==> config.mk <==
export PLATFORM = sky130hd
export DESIGN_NAME = async_reset_sync_vec
export DESIGN_NICKNAME = d
export VERILOG_FILES = /design/src/rtl/async_reset_sync_vec.sv
export SDC_FILE = /design/constraint.sdc
export NUM_CORES = 1
export LEC_CHECK = 0
export ABC_AREA = 0
export BUFFER_PORTS_ARGS = -buffer_cell sky130_fd_sc_hd__buf_2
export CORE_AREA = 2 2 39 41
export CTS_BUF_LIST = sky130_fd_sc_hd__clkbuf_8
export DETAILED_ROUTE_END_ITERATION = 7
export DIE_AREA = 0 0 41 43
export SKIP_LAST_GASP = 1
export SLEW_MARGIN = 20
export SYNTH_ARGS = -nofsm -noshare
export SYNTH_HDL_FRONTEND = slang
export SYNTH_SLANG_ARGS = --single-unit
==> constraint.sdc <==
create_clock -name clk -period 3.2 [get_ports clk]
set_clock_uncertainty 0.2 [all_clocks]
set_input_delay 0.64 -clock clk [delete_from_list [all_inputs] [get_ports clk]]
set_output_delay 0.64 -clock clk [all_outputs]
set_load 0.1 [all_outputs]
==> src/rtl/async_reset_sync_vec.sv <==
// Vector shift pipeline with async active-high reset, settle flag
// and a one-cycle change pulse on the output.
//
// Ports:
//   clk     - clock, rising edge
//   rst     - async active-high reset
//   en      - shift enable
//   d       - data into stage 0
//   q       - last stage, forced to INIT while rst
//   settled - DEPTH enabled edges seen since reset
//   chg     - q took a new value on last edge while settled

module async_reset_sync_vec #(
  parameter int               WIDTH = 1,
  parameter int               DEPTH = 3,
  parameter logic [WIDTH-1:0] INIT  = '0
) (
  input  logic             clk,
  input  logic             rst,
  input  logic             en,
  input  logic [WIDTH-1:0] d,
  output logic [WIDTH-1:0] q,
  output logic             settled,
  output logic             chg
);

  localparam int CW = $clog2(DEPTH + 1);
  localparam logic [CW-1:0] FULL = CW'(DEPTH);

  logic [WIDTH-1:0] s [DEPTH];
  logic [CW-1:0]    cnt;
  logic             chg_r;
  logic             full;
  logic [WIDTH-1:0] shift_in;

  assign full = (cnt == FULL);

  // value about to land in the last stage
  if (DEPTH == 1) begin : g_d1
    assign shift_in = d;
  end else begin : g_dn
    assign shift_in = s[DEPTH-2];
  end

  always_ff @(posedge clk or posedge rst) begin
    if (rst) begin
      for (int i = 0; i < DEPTH; i++) begin
        s[i] <= INIT;
      end
      cnt   <= '0;
      chg_r <= 1'b0;
    end else begin
      // fill transitions never pulse: full is judged pre-edge
      chg_r <= en && full &&
               (shift_in != s[DEPTH-1]);
      if (en) begin
        s[0] <= d;
        for (int i = 1; i < DEPTH; i++) begin
          s[i] <= s[i-1];
        end
        if (!full) begin
          cnt <= cnt + CW'(1);
        end
      end
    end
  end

  // rst gates outputs directly so they reach reset
  // values without waiting for the flops
  assign q       = rst ? INIT : s[DEPTH-1];
  assign settled = full && !rst;
  assign chg     = chg_r && !rst;

endmodule

==> results of run 1 <==
kinds of logic after synthesis:
group | share of synthesized area
DFF | 0.550
xor gates and xnor gates | 0.0642
buffers and inverters | 0.0137
muxes | 0.179
and+or+nand+nor | 0.147
adders and majority gates | 0.0459
state kept, by name, indices dropped and copies added (netlist names):
| name | cells |
|---|---|
| s | 2 |
| cnt | 2 |
| shift_in | 1 |
| chg_r | 1 |
path summary, 6_finish.rpt:
| kind | from | to | slack [ps] |
|---|---|---|---|
| hold / removal | rst | cnt[1] | 160 |
| hold reg to reg | cnt[0] | cnt[0] | 280 |
| setup / recovery | cnt[0] | settled | 990 |
| max in group asynchronous | rst | shift_in | 2450 |
| setup reg to reg | cnt[0] | cnt[1] | 1800 |
| min in group clk | cnt[0] | cnt[0] | 280 |
power breakdown:
group	switching [mW]	internal (mW)	leakage, nW	total (mW)
Sequential	0.0132	0.0982	0.0723	0.111
Clock	0.0306	0.0806	0.0216	0.111
Combinational	0.0727	0.0472	0.0891	0.120
metal layers:
metal / wire length (µm) / part of all wire / vias to the layer above
met5: 0 / 0 / -
met4: 0 / 0 / 0
met3: 22 / 0.056 / 0
met2: 228 / 0.58 / 6
met1: 140 / 0.36 / 81
li1: - / - / 81
cell usage in the layout, fill, tap and decap left out:
master    n
nor2b_1   3
nor2b_4   1
mux2_2    3
mux2_4    1
buf_2     6
inv_1     1
dfrtp_1   6
and3_2    1
xor2_1    2
clkbuf_8  3
ha_1      1
stage by stage:
stage | cells | hold WS [ps] | power, mW | area [µm²] | setup WS [ps]
5_1_grt | 44 | 193 | 0.363 | 364 | 917
3_3_place_gp | 41 | 264 | 0.231 | 323 | 1080
4_1_cts | 44 | 163 | 0.350 | 364 | 975
2_1_floorplan | 19 | 231 | 0.215 | 273 | 385
6_report | 44 | 157 | 0.343 | 364 | 992
3_5_place_dp | 41 | 272 | 0.234 | 323 | 1080
cell type report:
type | instances | share of cell area
Sequential cell | 6 | 0.412
Multi-Input combinational cell | 12 | 0.326
Clock buffer | 3 | 0.113
Timing Repair Buffer | 6 | 0.0825
Tap cell | 16 | 0.0550
Inverter | 1 | 0.0103
==> summary.md, run 1 <==
| Metric | Value |
|---|---|
| Status | `finished clean` |
| Vias in the first global route | `171` |
| Grt met1 use | `0.0487` |
| Synth unique cells | `9` |
| Crit-path slowest cell | `buf_2` |
| Largest net degree at the start of global routing | `7` |
| Routed wire length | `approximately 400 µm` |
| Initial core utilization | `0.197` |
| DR vias | `168` |
| Clock tree buffer depth | `2` |
| Chip Width | `around 41 µm` |
| Ys flop type | `dfrtp_1` |
| Worst R2R Path Depth | `3` |
| Largest cells by area after synthesis | `dfrtp_1 55%, mux2_2 12%, nor2b_1 6.9%` |
| Antenna violations before repair | `0` |
| Met2 Use GR | `0.0906` |
| Async set-reset flop share out of synthesis | `1.00` |
| VDD IR-drop max | `0.175 mV` |
| Worst Tran Pin Value | `484 ps` |
| DR pass1 iterations | `2` |
| Postcts setup bufs | `0` |
| GR Layer Usage met3 | `0.0314` |
| Crit path cell chain | `ha_1, nor2b_1, buf_2` |
| PwrDens | `941 nW/µm²` |
| Worst-Skew Late Latency | `about 220 ps` |
| Mapped Cells | `19` |
| Detail Route Antenna Nets | `0` |
| Tmin final | `2210 ps` |
| Die ar. | `1760 µm²` |
| Multi-input logic area | `119 µm²` |
| GRT overflow | `0` |
| Critical path buffer and inverter count | `1` |
| DR WL/cell | `8.89 µm` |
| Headroom to the max-slew limit | `0.680` |
| Sequential area share after synthesis | `0.550` |
| Synth top cells by count | `6 x dfrtp_1, 3 x mux2_2, 3 x nor2b_1` |
| CTS tree | `built` |
| Required @ worst endpoint | `2360 ps` |
| First-pass GRT wire length | `655 µm` |
| RSZ-0062 raised after global routing | `no` |
| TritonCTS Buffers | `3` |
| P_leak | `0.183 nW` |
| Final slew viol count | `0` |
| Crit path largest cell delay | `420 ps` |
| Post-Syn Nets | `24` |
| Worst setup path category | `reg -> out` |
| Root buf cell | `clkbuf_8` |
| GRT Total Usage | `0.0685` |
| Worst path arrival time | `1370 ps` |
| Worst path top cell family by delay | `buffers and inverters` |
| Setup TNS | `0 ps` |
| Final Wtd Congestion | `0.535` |
| Core Region | `between 1000 and 1500 µm²` |
| Antenna cells | `0` |
| Area leader, netlist | `dfrtp_1` |
| Clk slew on worst S/H paths | `30 ps` |
| Post-synth EDFFs | `0` |
| CP Launch Type | `flop` |
| H-tree level count | `1` |
| Final net count | `35` |
| Share of the synthesized area in the top cell type | `0.550` |
| Critical path depth | `3` |
| Most common cell in the netlist | `dfrtp_1` |
| # setup viols final | `0` |
| Drt drc | `0` |
| Setup crit end kind | `primary output` |
| # port buffers | `6` |
| Syn_area_per_cell | `14.4 µm²` |
| # IOs | `7` |
| Fillers | `151` |
| Synthesis-to-finish area growth | `33.5%` |
| Clk sinks | `6` |
| Layout Utilization | `0.263` |
| Most used routing layer | `met4` |
| Post-cts gate resize count | `0` |
| Max Cap Viol | `0` |
| Worst Hold Class | `in -> async` |
| Rows | `14` |
| Maximum clock frequency | `453 MHz` |
| Iter 0 DRT Violations | `1` |
| Synthesized flop and latch total | `6` |
| Post-CTS Hold Buffers | `0` |
| Post-Syn Area | `about 270 µm²` |
| YS warnings | `0` |
| Final Hold Vio Count | `0` |
| Final worst path period share | `0.690` |
| Via density per instance | `3.82` |
| CP max FO | `3` |
| Vert. Die Dim | `43 µm` |
| Seq. cell area | `150 µm²` |
| Ratio of cells with drive above 1 in the final layout | `0.536` |
Power figures use the tool's default switching activity.
==> run 2: changes to the inputs <==
clock period = 1.8 ns   (was 3.2 ns; I/O delays follow)
==> run 2 against run 1 <==
Net effect:
- cell count increased by 2.3%
- sequential power rose by 79%
- global-route usage shrank 0.17 points
- highest routed layer is now met4
- total power rose by 91%
==> summary.md, run 2 (synthesis gave the netlist of run 1 again) <==
| Metric | Value |
|---|---|
| Largest net degree at the start of global routing | `7` |
| Worst Hold Class | `in -> reg` |
| Synthesis-to-finish area growth | `57.3%` |
| Fillers | `141` |
| GRT Total Usage | `0.0667` |
| Clk slew on worst S/H paths | `30 ps` |
| Root buf cell | `clkbuf_8` |
| Final net count | `36` |
| Worst R2R Path Depth | `3` |
| Clock tree buffer depth | `2` |
| Worst path top cell family by delay | `flip-flops` |
| Worst hold path startpoint | `d` |
| Final worst path period share | `0.969` |
| Reg2Reg Capture Point | `cnt[1]` |
| Max Cap Viol | `0` |
| PwrDens | `1520 nW/µm²` |
| Seq pwr share | `0.305` |
| DR vias | `175` |
| Worst setup path category | `reg -> out` |
| PnR Total Power | `0.653 mW` |
| Worst-Skew Late Latency | `210 ps` |
| Crit-path slowest cell | `dfrtp_1` |
| DR WL/cell | `9.49 µm` |
| CTS tree | `built` |
| Worst path arrival time | `between 1000 and 1500 ps` |
| Antenna violations before repair | `0` |
| Power Internal | `0.444 mW` |
| Layout Utilization | `0.310` |
| Switching Share | `0.320` |
| Dpl ws | `248 ps` |
| Maximum clock frequency | `573 MHz` |
| Worst Tran Pin Value | `219 ps` |
| Post-DP HPWL | `around 350 µm` |
| Min-Delay Endpoint | `s[2]` |
| Critical path buffer and inverter count | `1` |
| Reg2Reg Setup Slack | `440 ps` |
| Hold path cells | `2` |
| Top flop regs | `cnt x2, s x2` |
| Drt drc | `0` |
| Headroom to the max-slew limit | `0.854` |
| Rows | `14` |
| Iter 0 DRT Violations | `1` |
| DR pass1 iterations | `2` |
| Detail Route Antenna Nets | `0` |
| Initial core utilization | `0.197` |
| # IOs | `7` |
| Chip Width | `41 µm` |
| Worst r2r src | `cnt[0]` |
| Setup crit end kind | `primary output` |
| Most common cell after layout, fill and taps aside | `dfrtp_1` |
| Placed cells | `41` |
| P_leak | `between 0.15 and 0.2 nW` |
| Die ar. | `1760 µm²` |
| Crit path largest cell delay | `360 ps` |
| Ratio of cells with drive above 1 in the final layout | `0.655` |
| CP Launch Type | `flop` |
| Worst Slack Setup Final | `between 50 and 60 ps` |
| Antenna cells | `0` |
| TritonCTS Buffers | `3` |
| # port buffers | `6` |
| Final Wtd Congestion | `around 0.55` |
| Crit path cell chain | `ha_2, nor2b_2, buf_12` |
| Status | `finished clean` |
| P_sw | `0.209 mW` |
| VDD IR-drop max | `0.320 mV` |
| Via density per instance | `3.89` |
| # setup viols final | `0` |
| Tmin final | `roughly 1700 ps` |
| Required @ worst endpoint | `1240 ps` |
| H-tree level count | `1` |
| Layout Cells excl Fill | `45` |
| Power share of the combinational group | `0.405` |
| Clk sinks | `6` |
| RSZ-0062 raised after global routing | `no` |
| GRT overflow | `0` |
| Final Hold Vio Count | `0` |
| Clock power frac | `0.290` |
| Vert. Die Dim | `around 43 µm` |
| Final slew viol count | `0` |
| CP max FO | `3` |
| Core Region | `1380 µm²` |
| Routed wire length | `427 µm` |
| Vias in the first global route | `between 200 and 250` |
| First-pass GRT wire length | `669 µm` |
## run 2: routing by layer
metal	GRT usage	routed length, µm	vias to the layer above
met5	0	0	-
met4	0.100	20	0
met3	0.0314	19	2
met2	0.119	270	6
met1	0.0230	116	84
li1	-	-	83
## run 2: final cells by class
class / count / area (µm²) / share of cell area
Clock buffer: 3 / 41.3 / 0.0962
Timing Repair Buffer: 7 / 85.1 / 0.198
Multi-Input combinational cell: 12 / 129 / 0.300
Tap cell: 16 / 20.0 / 0.0466
Inverter: 1 / 3.75 / 0.00875
Sequential cell: 6 / 150 / 0.350
## run 2: timing repair
action / CTS / global route
setup buffers: 0 / 0
setup endpoints to repair: 0 / 1
hold buffers: 1 / 0
gates resized for setup: 0 / 1
endpoints found under the hold margin: 6 / 0
## run 2: worst max path at each step
stage | startpoint | endpoint | slack (ps) | cells after the start
final | cnt[0] | settled | 50 | 3
after global routing | cnt[0] | settled | 10 | 3
after CTS | cnt[0] | settled | 7 | 3
after detailed placement | cnt[0] | settled | 250 | 3
after global placement | cnt[0] | settled | 260 | 3
after floorplan | cnt[0] | settled | -170 | 2
## run 2: metrics by stage
stage                     cell area (µm²)  hold slack (ps)  setup TNS [ps]
after floorplan                       280            -49.0            -172
after global placement                375              120               0
after CTS                             427              185               0
after detailed placement              375              133               0
final                                 429              184               0
after global routing                  429              197               0
## run 2: power by group through the flow
stage / clock [mW] / sequential, mW / combinational [mW]
finish: 0.189 / 0.199 / 0.265
detailed placement: 0 / 0.200 / 0.261
global route: 0.204 / 0.204 / 0.279
global placement: 0 / 0.197 / 0.257
floorplan: 0 / 0.194 / 0.193
CTS: 0.195 / 0.199 / 0.265
==> run 3: changes to the inputs <==
GPL_TIMING_DRIVEN = 0   (was unset)
==> run 3 against run 2 <==
Net effect:
- first-iteration DRC count shrank 100%
- sequential share of layout area grew 3.1 points
- hold slack lost 1.4 ps
- register-to-register slack is essentially flat
- critical endpoint unchanged
- global-route usage grew 0.28 points
==> summary.md, run 3 (synthesis gave the netlist of run 1 again) <==
| Metric | Value |
|---|---|
| DR pass1 iterations | `1` |
| Tmin final | `approximately 1700 ps` |
| Seq. cell area | `~150 µm²` |
| Worst Hold Class | `in -> reg` |
| Chip Width | `around 41 µm` |
| # setup viols final | `0` |
| H-tree level count | `1` |
| Met2 wire len | `250 µm` |
| Dpl ws | `69.7 ps` |
| Via density per instance | `3.93` |
| Drt drc | `0` |
| Core Region | `1380 µm²` |
| RSZ-0062 raised after global routing | `no` |
| CTS tree | `built` |
| Setup crit end kind | `primary output` |
| Vert. Die Dim | `approximately 43 µm` |
| Vias in the first global route | `202` |
| Headroom to the max-slew limit | `0.679` |
| Clk slew on worst S/H paths | `around 30 ps` |
| GRT Total Usage | `0.0695` |
| Worst Tran Pin Value | `485 ps` |
| Antenna cells | `0` |
| DR vias | `177` |
| Worst setup path category | `reg -> out` |
| Final net count | `36` |
| DR WL/cell | `9.82 µm` |
| GRT overflow | `0` |
| Reg2Reg Setup Slack | `440 ps` |
| Die ar. | `1760 µm²` |
| Worst Setup EP | `settled` |
| First-pass GRT wire length | `731 µm` |
| Initial core utilization | `0.197` |
| Worst-Skew Late Latency | `210 ps` |
| Synthesis-to-finish area growth | `44.5%` |
| Most frequent cells in the layout | `6 x dfrtp_1, 5 x buf_2, 3 x mux2_2, 3 x nor2b_2, 3 x clkbuf_8` |
| Detail Route Antenna Nets | `0` |
| Top layer in use | `met4` |
| Most common cell after layout, fill and taps aside | `dfrtp_1` |
| Worst path arrival time | `1190 ps` |
| Clock tree buffer depth | `2` |
| PwrDens | `approximately 1600 nW/µm²` |
| CP max FO | `3` |
| Largest net degree at the start of global routing | `7` |
| Final Wtd Congestion | `0.514` |
| Maximum clock frequency | `572 MHz` |
| Status | `finished clean` |
| M1 WL | `between 150 and 200 µm` |
| Antenna violations before repair | `0` |
| Rows | `14` |
| Iter 0 DRT Violations | `0` |
| P_leak | `about 0.19 nW` |
| Required @ worst endpoint | `~1200 ps` |
| Root buf cell | `clkbuf_8` |
| TritonCTS Buffers | `3` |
| VDD IR-drop max | `0.310 mV` |
| Worst Slack Setup Final | `51.2 ps` |
| Layout Utilization | `0.285` |
| Setup TNS | `0 ps` |
| Reg2Reg Capture Point | `cnt[1]` |
| Met3 wire len | `~17 µm` |
| Routed wire length | `442 µm` |
| Clk sinks | `6` |
| Fillers | `141` |
| Final slew viol count | `0` |
| Final worst path period share | `0.972` |
| Multi-input logic area | `around 130 µm²` |
| Worst R2R Path Depth | `3` |
| Worst r2r src | `cnt[0]` |
| # port buffers | `6` |
| Ratio of cells with drive above 1 in the final layout | `0.655` |
| Final Hold Vio Count | `0` |
| # IOs | `7` |
| Worst setup path startpoint | `cnt[0]` |
| Postcts setup bufs | `0` |
| Top flop regs | `cnt x2, s x2` |
| Max Cap Viol | `0` |
| CP Launch Type | `flop` |
run 3: cell counts in the layout (fill, tap and decap cells not counted):
No cell type changed its count.
run 3: repair_timing:
item / CTS / global route
pin swaps: 0 / 0
endpoints found under the setup margin: 1 / 1
hold buffers: 1 / 0
gates resized for setup: 2 / 2
hold endpoints to repair: 6 / 0
run 3: worst max-delay path, stage by stage, from the launching register on:
cell and delay [ps]:
dfrtp_1 360, ha_2 230, nor2b_2 170, buf_8 210
run 3: layout make-up:
cell class                      count  area share
Clock buffer                        3       0.105
Inverter                            1     0.00952
Multi-Input combinational cell     12       0.327
Sequential cell                     6       0.381
Tap cell                           16      0.0508
Timing Repair Buffer                7       0.127
run 3: how the worst min path moves through the flow:
stage	from	endpoint	slack, ps	depth (start not counted)
3_3_place_gp	rst	chg_r	120	2
3_5_place_dp	rst	chg_r	130	2
5_1_grt	d	s[2]	180	2
4_1_cts	d	s[2]	180	2
6_report	d	s[2]	180	2
2_1_floorplan	rst	chg_r	-50	1
run 3: routing by layer:
layer / vias to the layer above / GRT usage
met5: - / 0
met4: 0 / 0.100
met3: 2 / 0.0157
met2: 6 / 0.106
met1: 86 / 0.0552
li1: 83 / -
run 3: stage by stage:
step	cell area (µm²)	hold WS, ps	power [mW]	instances
2_1_floorplan	280	-49.0	0.386	19
3_3_place_gp	330	117	0.413	41
3_5_place_dp	330	129	0.426	41
4_1_cts	388	180	0.634	45
5_1_grt	394	178	0.667	45
6_report	394	183	0.635	45
run 3: where the power goes:
group	total, mW	switching (mW)	internal, mW	leakage, nW
sequential	0.202	0.0269	0.175	0.0723
clock	0.193	0.0496	0.143	0.0216
combinational	0.241	0.135	0.106	0.0952
total	0.635	0.211	0.424	0.189
